### src/rtl/e203_exu_fpu_fmis_wbck_pkg.sv
// rtl/e203_exu_fpu_fmis_wbck_pkg.sv - shared types and widths for the FMIS write-back collector
package e203_exu_fpu_fmis_wbck_pkg;

  localparam int ITAG_W_DEF  = 5;
  localparam int XLEN_DEF    = 32;
  localparam int RFIDX_W_DEF = 5;

  typedef enum logic {
    NORMAL = 1'b0,
    DRAIN  = 1'b1
  } fmis_state_e;

  // Tracker entry layout, MSB to LSB: {itag, rdidx, rdfpu}
  function automatic int trk_ent_w(input int itag_w, input int rfidx_w);
    return itag_w + rfidx_w + 1;
  endfunction

endpackage

### src/rtl/e203_exu_fpu_fmis_trk.sv
// rtl/e203_exu_fpu_fmis_trk.sv - in-order circular tracker FIFO for issued FMIS ops
module e203_exu_fpu_fmis_trk #(
  parameter int unsigned DEPTH = 2,
  parameter int unsigned W     = 11
) (
  input  logic                       clk,
  input  logic                       rst,
  input  logic                       push,
  input  logic                       pop,
  input  logic                       clear,
  input  logic [W-1:0]               din,
  output logic [W-1:0]               dout,
  output logic [$clog2(DEPTH):0]     count,
  output logic                       full,
  output logic                       empty
);

  localparam int PW = $clog2(DEPTH);

  logic [W-1:0]  mem_q [DEPTH];
  logic [PW-1:0] rd_ptr_q, wr_ptr_q;
  logic [PW:0]   cnt_q;
  logic          do_push, do_pop;

  assign full    = (cnt_q == (PW+1)'(DEPTH));
  assign empty   = (cnt_q == '0);
  assign do_push = push & ~full;
  assign do_pop  = pop & ~empty;
  assign dout    = mem_q[rd_ptr_q];
  assign count   = cnt_q;

  always_ff @(posedge clk) begin
    if (do_push) mem_q[wr_ptr_q] <= din;
  end

  // Clear wins over a same-cycle push/pop so a flushed issue never lands
  always_ff @(posedge clk) begin
    if (rst || clear) begin
      rd_ptr_q <= '0;
      wr_ptr_q <= '0;
      cnt_q    <= '0;
    end else begin
      if (do_push) wr_ptr_q <= wr_ptr_q + PW'(1);
      if (do_pop)  rd_ptr_q <= rd_ptr_q + PW'(1);
      cnt_q <= cnt_q + (PW+1)'(do_push) - (PW+1)'(do_pop);
    end
  end

endmodule

### src/rtl/e203_exu_fpu_fmis_wbck.sv
// rtl/e203_exu_fpu_fmis_wbck.sv - FMIS result collector: pairs results with tracked dests, flush drain
module e203_exu_fpu_fmis_wbck
  import e203_exu_fpu_fmis_wbck_pkg::*;
#(
  parameter int unsigned DEPTH   = 2,
  parameter int unsigned ITAG_W  = ITAG_W_DEF,
  parameter int unsigned XLEN    = XLEN_DEF,
  parameter int unsigned RFIDX_W = RFIDX_W_DEF
) (
  input  logic               clk,
  input  logic               rst,
  input  logic               iss_valid,
  input  logic               iss_ready,
  input  logic [ITAG_W-1:0]  iss_itag,
  input  logic [RFIDX_W-1:0] iss_rdidx,
  input  logic               iss_rdfpu,
  output logic               iss_stall,
  input  logic               flush_pulse,
  input  logic               fmis_o_valid,
  output logic               fmis_o_ready,
  input  logic [XLEN-1:0]    fmis_o_wbck_wdat,
  input  logic               fmis_o_wbck_err,
  output logic               wbck_o_valid,
  input  logic               wbck_o_ready,
  output logic [XLEN-1:0]    wbck_o_wdat,
  output logic [RFIDX_W-1:0] wbck_o_rdidx,
  output logic               wbck_o_rdfpu,
  output logic [ITAG_W-1:0]  wbck_o_itag,
  output logic               wbck_o_err,
  output logic               trk_ovf
);

  localparam int ENT_W = trk_ent_w(ITAG_W, RFIDX_W);
  localparam int CW    = $clog2(DEPTH) + 1;

  fmis_state_e        state_q, state_d;
  logic [CW-1:0]      drain_q, drain_d;
  logic               obuf_vld_q, obuf_vld_d;
  logic [XLEN-1:0]    wdat_q, wdat_d;
  logic               err_q, err_d;
  logic [RFIDX_W-1:0] rdidx_q, rdidx_d;
  logic               rdfpu_q, rdfpu_d;
  logic [ITAG_W-1:0]  itag_q, itag_d;
  logic               trk_ovf_q, trk_ovf_d;

  logic               iss_hs, res_hs, push, pop, clear;
  logic [ENT_W-1:0]   trk_dout;
  logic [CW-1:0]      trk_count;
  logic               trk_full, trk_empty;

  assign iss_hs = iss_valid & iss_ready;

  e203_exu_fpu_fmis_trk #(.DEPTH(DEPTH), .W(ENT_W)) u_trk (
    .clk   (clk),
    .rst   (rst),
    .push  (push),
    .pop   (pop),
    .clear (clear),
    .din   ({iss_itag, iss_rdidx, iss_rdfpu}),
    .dout  (trk_dout),
    .count (trk_count),
    .full  (trk_full),
    .empty (trk_empty)
  );

  always_comb begin
    state_d      = state_q;
    drain_d      = drain_q;
    obuf_vld_d   = obuf_vld_q;
    wdat_d       = wdat_q;
    err_d        = err_q;
    rdidx_d      = rdidx_q;
    rdfpu_d      = rdfpu_q;
    itag_d       = itag_q;
    trk_ovf_d    = trk_ovf_q | (iss_hs & trk_full);
    fmis_o_ready = 1'b0;
    res_hs       = 1'b0;
    push         = 1'b0;
    pop          = 1'b0;
    clear        = 1'b0;
    case (state_q)
      NORMAL: begin
        fmis_o_ready = ~trk_empty & (~obuf_vld_q | wbck_o_ready);
        res_hs       = fmis_o_valid & fmis_o_ready;
        push         = iss_hs;
        pop          = res_hs;
        if (flush_pulse) begin
          // Results still owed by FMIS: tracked ops plus this cycle's issue, minus this cycle's return
          clear      = 1'b1;
          obuf_vld_d = 1'b0;
          drain_d    = trk_count + CW'(iss_hs & ~trk_full) - CW'(res_hs);
          if (drain_d != '0) state_d = DRAIN;
        end else begin
          if (wbck_o_ready) obuf_vld_d = 1'b0;
          if (res_hs) begin
            obuf_vld_d = 1'b1;
            wdat_d     = fmis_o_wbck_wdat;
            err_d      = fmis_o_wbck_err;
            {itag_d, rdidx_d, rdfpu_d} = trk_dout;
          end
        end
      end
      DRAIN: begin
        fmis_o_ready = 1'b1;
        res_hs       = fmis_o_valid;
        if (res_hs) begin
          drain_d = drain_q - CW'(1);
          if (drain_q == CW'(1)) state_d = NORMAL;
        end
      end
      default: state_d = NORMAL;
    endcase
  end

  always_ff @(posedge clk) begin
    if (rst) begin
      state_q    <= NORMAL;
      drain_q    <= '0;
      obuf_vld_q <= 1'b0;
      wdat_q     <= '0;
      err_q      <= 1'b0;
      rdidx_q    <= '0;
      rdfpu_q    <= 1'b0;
      itag_q     <= '0;
      trk_ovf_q  <= 1'b0;
    end else begin
      state_q    <= state_d;
      drain_q    <= drain_d;
      obuf_vld_q <= obuf_vld_d;
      wdat_q     <= wdat_d;
      err_q      <= err_d;
      rdidx_q    <= rdidx_d;
      rdfpu_q    <= rdfpu_d;
      itag_q     <= itag_d;
      trk_ovf_q  <= trk_ovf_d;
    end
  end

  assign iss_stall    = trk_full | (state_q == DRAIN);
  assign wbck_o_valid = obuf_vld_q;
  assign wbck_o_wdat  = wdat_q;
  assign wbck_o_err   = err_q;
  assign wbck_o_rdidx = rdidx_q;
  assign wbck_o_rdfpu = rdfpu_q;
  assign wbck_o_itag  = itag_q;
  assign trk_ovf      = trk_ovf_q;

endmodule

### config.mk
export PLATFORM = sky130hd
export DESIGN_NAME = e203_exu_fpu_fmis_wbck
export DESIGN_NICKNAME = d
export VERILOG_FILES = /design/src/rtl/e203_exu_fpu_fmis_wbck_pkg.sv /design/src/rtl/e203_exu_fpu_fmis_trk.sv /design/src/rtl/e203_exu_fpu_fmis_wbck.sv
export SDC_FILE = /design/constraint.sdc
export NUM_CORES = 1
export LEC_CHECK = 0
export CAP_MARGIN = 20
export CELL_PAD_IN_SITES_DETAIL_PLACEMENT = 1
export CELL_PAD_IN_SITES_GLOBAL_PLACEMENT = 2
export CORE_ASPECT_RATIO = 1.5
export CORE_MARGIN = 3
export CORE_UTILIZATION = 24
export DETAILED_ROUTE_END_ITERATION = 10
export PLACE_DENSITY_LB_ADDON = 0.1
export REMOVE_ABC_BUFFERS = 1
export SLEW_MARGIN = 30
export SYNTH_ARGS = -nofsm -noshare
export SYNTH_HDL_FRONTEND = slang
export SYNTH_SLANG_ARGS = --single-unit
### constraint.sdc
create_clock -name clk -period 2.09 [get_ports clk]
set_input_delay 0.5225 -clock clk [delete_from_list [all_inputs] [get_ports clk]]
set_output_delay 0.5225 -clock clk [all_outputs]
set_load 0.005 [all_outputs]
==> flow_metrics.tcl, run 1 <==
set metrics [dict create \
    status "finished, final reports clean" \
    post_cts_buffers 0 \
    gp_congestion 0.705 \
    post_drt_via_cell_ratio 4.31 \
    finalNonFillerCells 545 \
    r2r-end "u_trk.count[1]" \
    synth-seq-cells 75 \
    hold_path_depth 2 \
    synth_seq_area_share_pct 59.9 \
    hp-start "wbck_o_wdat[2]" \
    area_growth_pct 54.5 \
    rows 48 \
    cp-end-kind "register" \
    yosysWarnings 0 \
    syn_avg_cell_area_um2 10.3 \
    place_hpwl_um 5500 \
    fp.dieW_um 95.4 \
    synth-async-reset-ratio_pct 0 \
    synth_flop_cell "dfxtp_1" \
    synth_top_family_by_area "simple AND/OR/NAND/NOR gates" \
    grt_first_pass_wirelength_um 12200 \
    post-route-util_pct 38.3 \
    setup_tns_ns 0 \
    busiest_layer "met2" \
    grt-ovfl-total 0 \
    synth_xor_area_share_pct 1.22 \
    dr.pass1.iters 4 \
    synth_compound_area_share_pct 11.6 \
    synth.top_cells.by_area "dfxtp_1 37%, edfxtp_1 23%, nand2_1 8.0%, a21oi_1 5.9%, mux2i_1 3.8%" \
    final_cell_mix "94 x clkdlybuf4s50_1, 61 x nand2_1, 50 x dfxtp_1, 34 x a21oi_1, 22 x edfxtp_1" \
    clk_latency_ns 0.33 \
    hold_viol 0 \
    min_to "wbck_o_wdat[2]" \
    synthMuxAreaShare_pct 4.22 \
    cpPeakStageDelay_ns 0.55 \
    use_met2_pct 20.0 \
    ir_worst_vdd_uv 384 \
    worstPathCellList "clkdlybuf4s50_1, nand2b_4, buf_4, nor2_2, ha_1, inv_1, ha_1, xor2_1, xnor2_1, nor2_1" \
    max_freq_mhz 509 \
    synth_area_leader_cell "dfxtp_1" \
    mostFrequentLayoutCell "clkdlybuf4s50_1" \
    cp_data_required_time_ns 2.31 \
    wirelength_um 7610 \
    rr_worst_depth 10 \
    worstSetupPathType "in -> reg" \
    synthCells 280 \
    min_period_over_period_pct 94.1 \
    cts.sinks 75 \
    cpMostUsedCell "ha_1" \
    grt_util_met3_pct 3.39 \
    portBuffers 98 \
    core_mm2 0.0116 \
    drive_gt1_share_pct 14.4 \
    worst_pin_slew_ns 0.749 \
    yosysUniqueCellTypes 38 \
    setup_violations 0 \
    timing.final.crit_period_ns 1.97 \
    skew_ns 0.00662 \
    numCtsBuffers 9 \
    ff2ff_setup_slack_ns 0.26 \
    wl_per_cell_um 14.0 \
    rsz0062_at_grt "no" \
    ant_nets 0 \
    track_usage_pct 12.0 \
    syn-cell-area_mm2 0.00288 \
    use_met1_pct 13.8 \
    crit_cells 10 \
    cts_buffer_depth 2 \
    stdcell_area_mm2 0.00444 \
    synth_top_area_share_pct 36.9 \
    antenna_cells 0 \
    crit_fanout 3 \
    start_util_pct 24.8 \
    slew_violations 0 \
    grt_max_degree 36 \
    synthAdderAreaFrac_pct 1.74 \
    nets 445 \
    p_leak_uw 0.00151 \
    die_area_mm2 0.0134 \
    relSlewSlack_pct 50.0 \
    synth_edf_count 22 \
    hold_path_class "reg -> reg" \
    drt_iter0_markers 27 \
    htreeDepth 3 \
    pwr_density_cell_mw_per_mm2 770 \
    max_cap_violations 0 \
    grt_pass1_vias 2400 \
    cp_top_family "buffers and inverters" \
    io_pins 99 \
    startpoint_type "input pin" \
    cts_root_buffer "clkbuf_16" \
    vias 2348 \
    cp_num_buf_inv 3 \
    die_h_um 140 \
    cp.arrival_ns 2.19 \
    whs_ns 0.453 \
    dp_cells 529 \
    cpMaxStageDelayCell "clkdlybuf4s50_1" \
    cts_tree "built" \
    dpl_cell_area_mm2 0.00414 \
    drc_errors 0 \
    clk_pin_slew_worst_paths_ns 0.06 \
    yosys.area_share.simple_pct 17.1 \
    antenna_found_initial 0 \
    rr_startpoint "wbck_o_valid" \
]
-- worst max-delay path by stage --
stage                      start        endpoint
CTS                 wbck_o_ready  u_trk.count[1]
finish              fmis_o_valid  u_trk.count[1]
global placement    wbck_o_ready         state_q
global route        fmis_o_valid  u_trk.count[1]
detailed placement  wbck_o_ready  u_trk.count[1]
floorplan           wbck_o_ready  wbck_o_itag[0]
-- metal layers --
metal	share of wire, %	vias up
li1	-	1184
met1	42	1090
met2	49	65
met3	6.5	9
met4	1.7	0
met5	0	-
-- flip-flops by register name, summed over array words and instances (netlist names), 2 cells and up --
signal / flops
u_trk.mem_q: 22
drain_q: 2
u_trk.count: 2
wbck_o_itag: 5
wbck_o_rdidx: 5
wbck_o_wdat: 32
-- worst min-delay path, cell delays in order (launching register included) --
cell and delay, ns:
dfxtp_1 0.31, nand2_1 0.05, a21oi_1 0.05
-- logic make-up after synthesis --
family                   after synthesis
adder cells (fa/ha/maj)                4
multiplexers                          12
buffers and inverters                 21
AND/OR/NAND/NOR                      107
XOR/XNOR                               4
AO/OA/AOI/OAI                         57
flip-flops                            75
-- repair_timing --
action / in CTS / in global routing
hold buffers: 0 / 0
pin swaps: 1 / 2
gates resized for setup: 8 / 3
endpoints found under the setup margin: 4 / 3
-- per-stage QoR --
step | total power (uW) | worst slack [ns]
final | 3420 | 0.124
after global routing | 3590 | 0.0351
after CTS | 3490 | 0.000699
after detailed placement | 2000 | -0.380
after global placement | 2000 | -0.302
after floorplan | 1740 | -1.20
-- final cells by class --
type	instances	area (um2)
clock buffer	9	225
clock inverter	7	57.6
fill	1311	7150
inverter	4	15.0
multi-input combinational	184	1060
sequential	75	1730
tap	150	188
timing repair buffer	116	1180
-- power breakdown --
group          switching [uW]  internal [uW]  total, uW
clock network             642            822       1460
registers                36.2           1550       1590
logic                     151            220        371
-- cells in the mapped netlist (2+ instances only) --
cell      count
nand2_1      61
dfxtp_1      53
a21oi_1      34
edfxtp_1     22
nor2_1       18
a211oi_1     11
mux2i_1      11
nand2_2       9
buf_2         6
clkbuf_1      6
ha_1          4
inv_1         4
nand2b_1      4
o21ai_0       4
a31oi_1       3
buf_6         3
nand3b_1      2
nor2b_1       2
nor3_1        2
xnor2_1       2
xor2_1        2
No activity file was read; power rests on OpenSTA's default activity.
==> run 2: changes to the inputs <==
--- a/config.mk
+++ b/config.mk
@@ -10,7 +10,7 @@
 export CELL_PAD_IN_SITES_GLOBAL_PLACEMENT = 2
 export CORE_ASPECT_RATIO = 1.5
 export CORE_MARGIN = 3
-export CORE_UTILIZATION = 24
+export CORE_UTILIZATION = 29
 export DETAILED_ROUTE_END_ITERATION = 10
 export PLACE_DENSITY_LB_ADDON = 0.1
 export REMOVE_ABC_BUFFERS = 1
==> constraint.sdc (replaced) <==
create_clock -name clk -period 2.5 [get_ports clk]
set_input_delay 0.625 -clock clk [delete_from_list [all_inputs] [get_ports clk]]
set_output_delay 0.625 -clock clk [all_outputs]
set_load 0.005 [all_outputs]
==> run 2 against run 1 <==
- clock power shrank 12%
- worst setup slack improved by 0.12 ns
- first-iteration DRC count grew 100%
- sequential share of layout area up 1.1 points
- non-clock buffer count down 7
- critical path type unchanged
- register-to-register slack better by 0.36 ns
- critical path depth decreased by 2
- final area fell by 3.0%
- wire length shrank 4.4%
==> flow_metrics.tcl, run 2 (synthesis gave the netlist of run 1 again) <==
set metrics [dict create \
    status "finished, final reports clean" \
    startpoint_type "input pin" \
    area_growth_pct 49.8 \
    dpl_cell_area_mm2 0.00402 \
    rsz0062_at_grt "no" \
    drt_iter0_markers 55 \
    seqCellArea_mm2 0.00172 \
    cp-end-kind "register" \
    worst_pin_slew_ns 0.703 \
    cp.arrival_ns 2.47 \
    crit_fanout 3 \
    rows 43 \
    largest_register_ffs 32 \
    track_usage_pct 13.7 \
    setup_violations 0 \
    mostFrequentLayoutCell "clkdlybuf4s50_1" \
    cts_tree "built" \
    dr.pass1.iters 3 \
    grt-ovfl-total 0 \
    nets 438 \
    worstSetupPathType "in -> reg" \
    ant_nets 0 \
    max_cap_violations 0 \
    wl_per_cell_um 14.5 \
    vias 2292 \
    pwr_density_cell_mw_per_mm2 673 \
    stdcell_area_mm2 0.00431 \
    clk_pin_slew_worst_paths_ns 0.06 \
    cts_buffer_depth 2 \
    drive_gt1_share_pct 10.8 \
    post_drt_via_cell_ratio 4.58 \
    final_cell_mix "96 x clkdlybuf4s50_1, 61 x nand2_1, 53 x dfxtp_1, 34 x a21oi_1, 22 x edfxtp_1" \
    max_freq_mhz 443 \
    ir_worst_vdd_uv 348 \
    die_area_mm2 0.0112 \
    ff2ff_setup_slack_ns 0.62 \
    cts_root_buffer "clkbuf_16" \
    timing.final.crit_period_ns 2.26 \
    core_mm2 0.00947 \
    grt_pass1_vias 2342 \
    gp_congestion 0.671 \
    hold_path_class "reg -> reg" \
    wirelength_um 7270 \
    portBuffers 98 \
    die_h_um 128 \
    setup_tns_ns 0 \
    p_leak_uw 0.00145 \
    slew_violations 0 \
    start_util_pct 30.4 \
    skew_ns 0.00508 \
    drc_errors 0 \
    grt_first_pass_wirelength_um 11700 \
    cts_hold_buf 0 \
    antenna_cells 0 \
    relSlewSlack_pct 53.1 \
    cp_data_required_time_ns 2.71 \
    multiInputGateArea_mm2 0.00104 \
    clk_latency_ns 0.33 \
    fp.dieW_um 87.3 \
    htreeDepth 3 \
    io_pins 99 \
    numCtsBuffers 9 \
    place_hpwl_um 5100 \
    antenna_found_initial 0 \
    hold_viol 0 \
    min_period_over_period_pct 90.2 \
    total_power_uw 2900 \
    cts.sinks 75 \
    grt_max_degree 41 \
    post-route-util_pct 45.5 \
    n_fill_cell 1072 \
]
-- run 2: cell types whose count changed in the layout (fill, tap and decap cells not counted), sizes merged, moves of 2 or more --
cell and change:
clkdlybuf4s50 +2, inv -3, buf -7, clkinvlp +2
-- run 2: routing by layer --
metal	part of all wire [%]	up-vias	track usage, %
met1	42	1066	16.3
met5	0	-	0
met4	2.0	0	6.50
met3	5.3	8	3.34
met2	50	62	22.6
li1	-	1156	-
-- run 2: area by class of cell --
class | instances | share of cell area [%]
repair buffers | 109 | 25.4
multi-input cells | 184 | 24.2
clock inverters | 6 | 1.51
well taps | 112 | 3.25
flip-flops and latches | 75 | 39.9
clock buffers | 10 | 5.31
inverters | 4 | 0.348
-- run 2: through the flow --
stage	hold slack, ns	cells	worst slack, ns
after floorplan	0.447	263	-0.889
after global placement	0.441	484	-0.0640
after detailed placement	0.448	484	-0.0999
after CTS	0.456	500	0.232
after global routing	0.476	500	0.136
final	0.452	500	0.244
-- run 2: report_power, final --
group	switching [uW]	leakage (uW)	internal, uW
Combinational	122	0.000691	174
Clock	505	0.000133	773
Sequential	29.3	0.000630	1300
-- run 2: critical path, cell delays in order --
cell and delay, ns:
clkdlybuf4s50_1 0.42, nor2b_1 0.20, nand2b_1 0.19, mux2_2 0.35, ha_1 0.31, nor4bb_1 0.13
a31oi_1 0.15, o21ai_0 0.09
-- run 2: repair_timing --
action / in CTS / in global routing
setup buffers: 0 / 0
resized for setup: 1 / 0
setup endpoints to repair: 1 / 0
-- run 2: final timing paths --
kind / from / endpoint / depth (start not counted)
min reg2reg: wbck_o_wdat[31] / wbck_o_wdat[31] / 2
max reg2reg: wbck_o_valid / state_q / 7
min: wbck_o_wdat[31] / wbck_o_wdat[31] / 2
max: wbck_o_ready / state_q / 8
==> run 3: changes to the inputs <==
--- a/config.mk
+++ b/config.mk
@@ -12,6 +12,7 @@
 export CORE_MARGIN = 3
 export CORE_UTILIZATION = 29
 export DETAILED_ROUTE_END_ITERATION = 10
+export GPL_TIMING_DRIVEN = 0
 export PLACE_DENSITY_LB_ADDON = 0.1
 export REMOVE_ABC_BUFFERS = 1
 export SLEW_MARGIN = 30
==> run 3 against run 2 <==
- clock-buffer cell count is the same
- sequential share of layout area is 0.55 points higher
- non-clock buffer count decreased by 5
- via count rose by 1.3%
- sequential power about the same
- wire length about the same
- critical endpoint is now iss_stall
- die area unchanged
- cell count down 1.0%
- combinational power shrank 1%
- final area decreased by 1.4%
- critical path depth fell by 5
==> flow_metrics.tcl, run 3 (synthesis gave the netlist of run 1 again) <==
set metrics [dict create \
    slew_violations 0 \
    setup_violations 0 \
    hold_viol 0 \
    cp.arrival_ns 1.71 \
    max_freq_mhz 428 \
    max_cap_violations 0 \
    numCtsBuffers 9 \
    grt_pass1_vias 2358 \
    grt_max_degree 50 \
    die_h_um 128 \
    wl_per_cell_um 14.7 \
    timing.final.crit_period_ns 2.34 \
    portBuffers 98 \
    crit_fanout 5 \
    setup_tns_ns 0 \
    worst_slack_ns 0.163 \
    fp.dieW_um 87.3 \
    mostFrequentLayoutCell "clkdlybuf4s50_1" \
    clk_latency_ns 0.33 \
    drc_errors 0 \
    cts_tree "built" \
    cp_data_required_time_ns 1.88 \
    rsz0062_at_grt "no" \
    total_power_uw 2860 \
    wirelength_um 7280 \
    drive_gt1_share_pct 10.7 \
    track_usage_pct 13.3 \
    largest_register_ffs 32 \
    pwr_density_cell_mw_per_mm2 673 \
    hold_path_class "reg -> reg" \
    skew_ns 0.00812 \
    io_pins 99 \
    area_growth_pct 47.8 \
    start_util_pct 30.4 \
    place_hpwl_um 5120 \
    post_drt_via_cell_ratio 4.69 \
    worstSetupPathType "reg -> out" \
    grt-ovfl-total 0 \
    die_area_mm2 0.0112 \
    antenna_cells 0 \
    status "finished, final reports clean" \
    cts.sinks 75 \
    min_period_over_period_pct 93.5 \
    vias 2322 \
    worst_pin_slew_ns 0.773 \
    gp_congestion 0.672 \
    final_cell_mix "96 x clkdlybuf4s50_1, 61 x nand2_1, 53 x dfxtp_1, 34 x a21oi_1, 22 x edfxtp_1" \
    ir_worst_vdd_uv 444 \
    ant_nets 0 \
    relSlewSlack_pct 48.4 \
    nets 433 \
    post_cts_buffers 0 \
    startpoint_type "register" \
    core_mm2 0.00947 \
    cts_buffer_depth 2 \
    rows 43 \
    cts_root_buffer "clkbuf_16" \
    p_leak_uw 0.00143 \
    grt_first_pass_wirelength_um 11600 \
    antenna_found_initial 0 \
    dpl_worst_slack_ns -0.361 \
    htreeDepth 3 \
    clk_pin_slew_worst_paths_ns 0.06 \
    drt_iter0_markers 58 \
    cp-end-kind "primary output" \
    dr.pass1.iters 3 \
    cts_hold_buf 0 \
]
==> run 3: cell count changes in the layout (fill, tap and decap cells not counted), moves of 2 or more <==
cell,change
buf_12,-3
buf_4,-3
buf_6,+2
clkinvlp_4,-2
inv_6,+4
nor2b_1,-2
==> run 3: path summary, 6_finish.rpt <==
kind / start / endpoint / slack, ns / cells past startpoint
max: u_trk.count[1] / iss_stall / 0.16 / 3
min: wbck_o_wdat[30] / wbck_o_wdat[30] / 0.45 / 2
min reg2reg: wbck_o_wdat[30] / wbck_o_wdat[30] / 0.45 / 2
max reg2reg: state_q / wbck_o_rdidx[4] / 0.48 / 8
==> run 3: where the power goes <==
part	switching, uW	internal (uW)	total (uW)
combinational	122	170	292
clock	528	717	1240
sequential	29.8	1300	1330
==> run 3: through the flow <==
stage	hold slack (ns)	util, %	cell area, um2	instances
after floorplan	0.447	-	2770	263
after global placement	0.442	41.1	3890	473
after detailed placement	0.451	41.7	3950	479
after CTS	0.460	44.9	4250	495
after global routing	0.475	44.9	4250	495
final	0.454	44.9	4250	495
==> run 3: what timing repair did <==
action / in CTS / in global routing
endpoints found under the setup margin: 2 / 1
cloned: 0 / 0
resized for setup: 3 / 1
==> run 3: final cells by class <==
class	instances	area [um2]
clock inverter	6	51.3
fill	1083	5220
timing repair buffer	104	1030
inverter	4	15.0
sequential	75	1720
multi-input combinational	184	1050
tap	112	140
clock buffer	10	239
==> run 3: layer usage <==
| metal | routed length, um | track usage (%) | up-vias |
|---|---|---|---|
| met2 | 3710 | 22.9 | 65 |
| met5 | 0 | 0 | - |
| li1 | - | - | 1152 |
| met3 | 364 | 3.34 | 11 |
| met4 | 138 | 5.33 | 0 |
| met1 | 3060 | 15.6 | 1094 |
==> run 3: critical path: stages (launching register included) <==
cell	delay, ns
dfxtp_1	0.42
nor2b_2	0.29
or2_2	0.17
clkdlybuf4s50_1	0.50
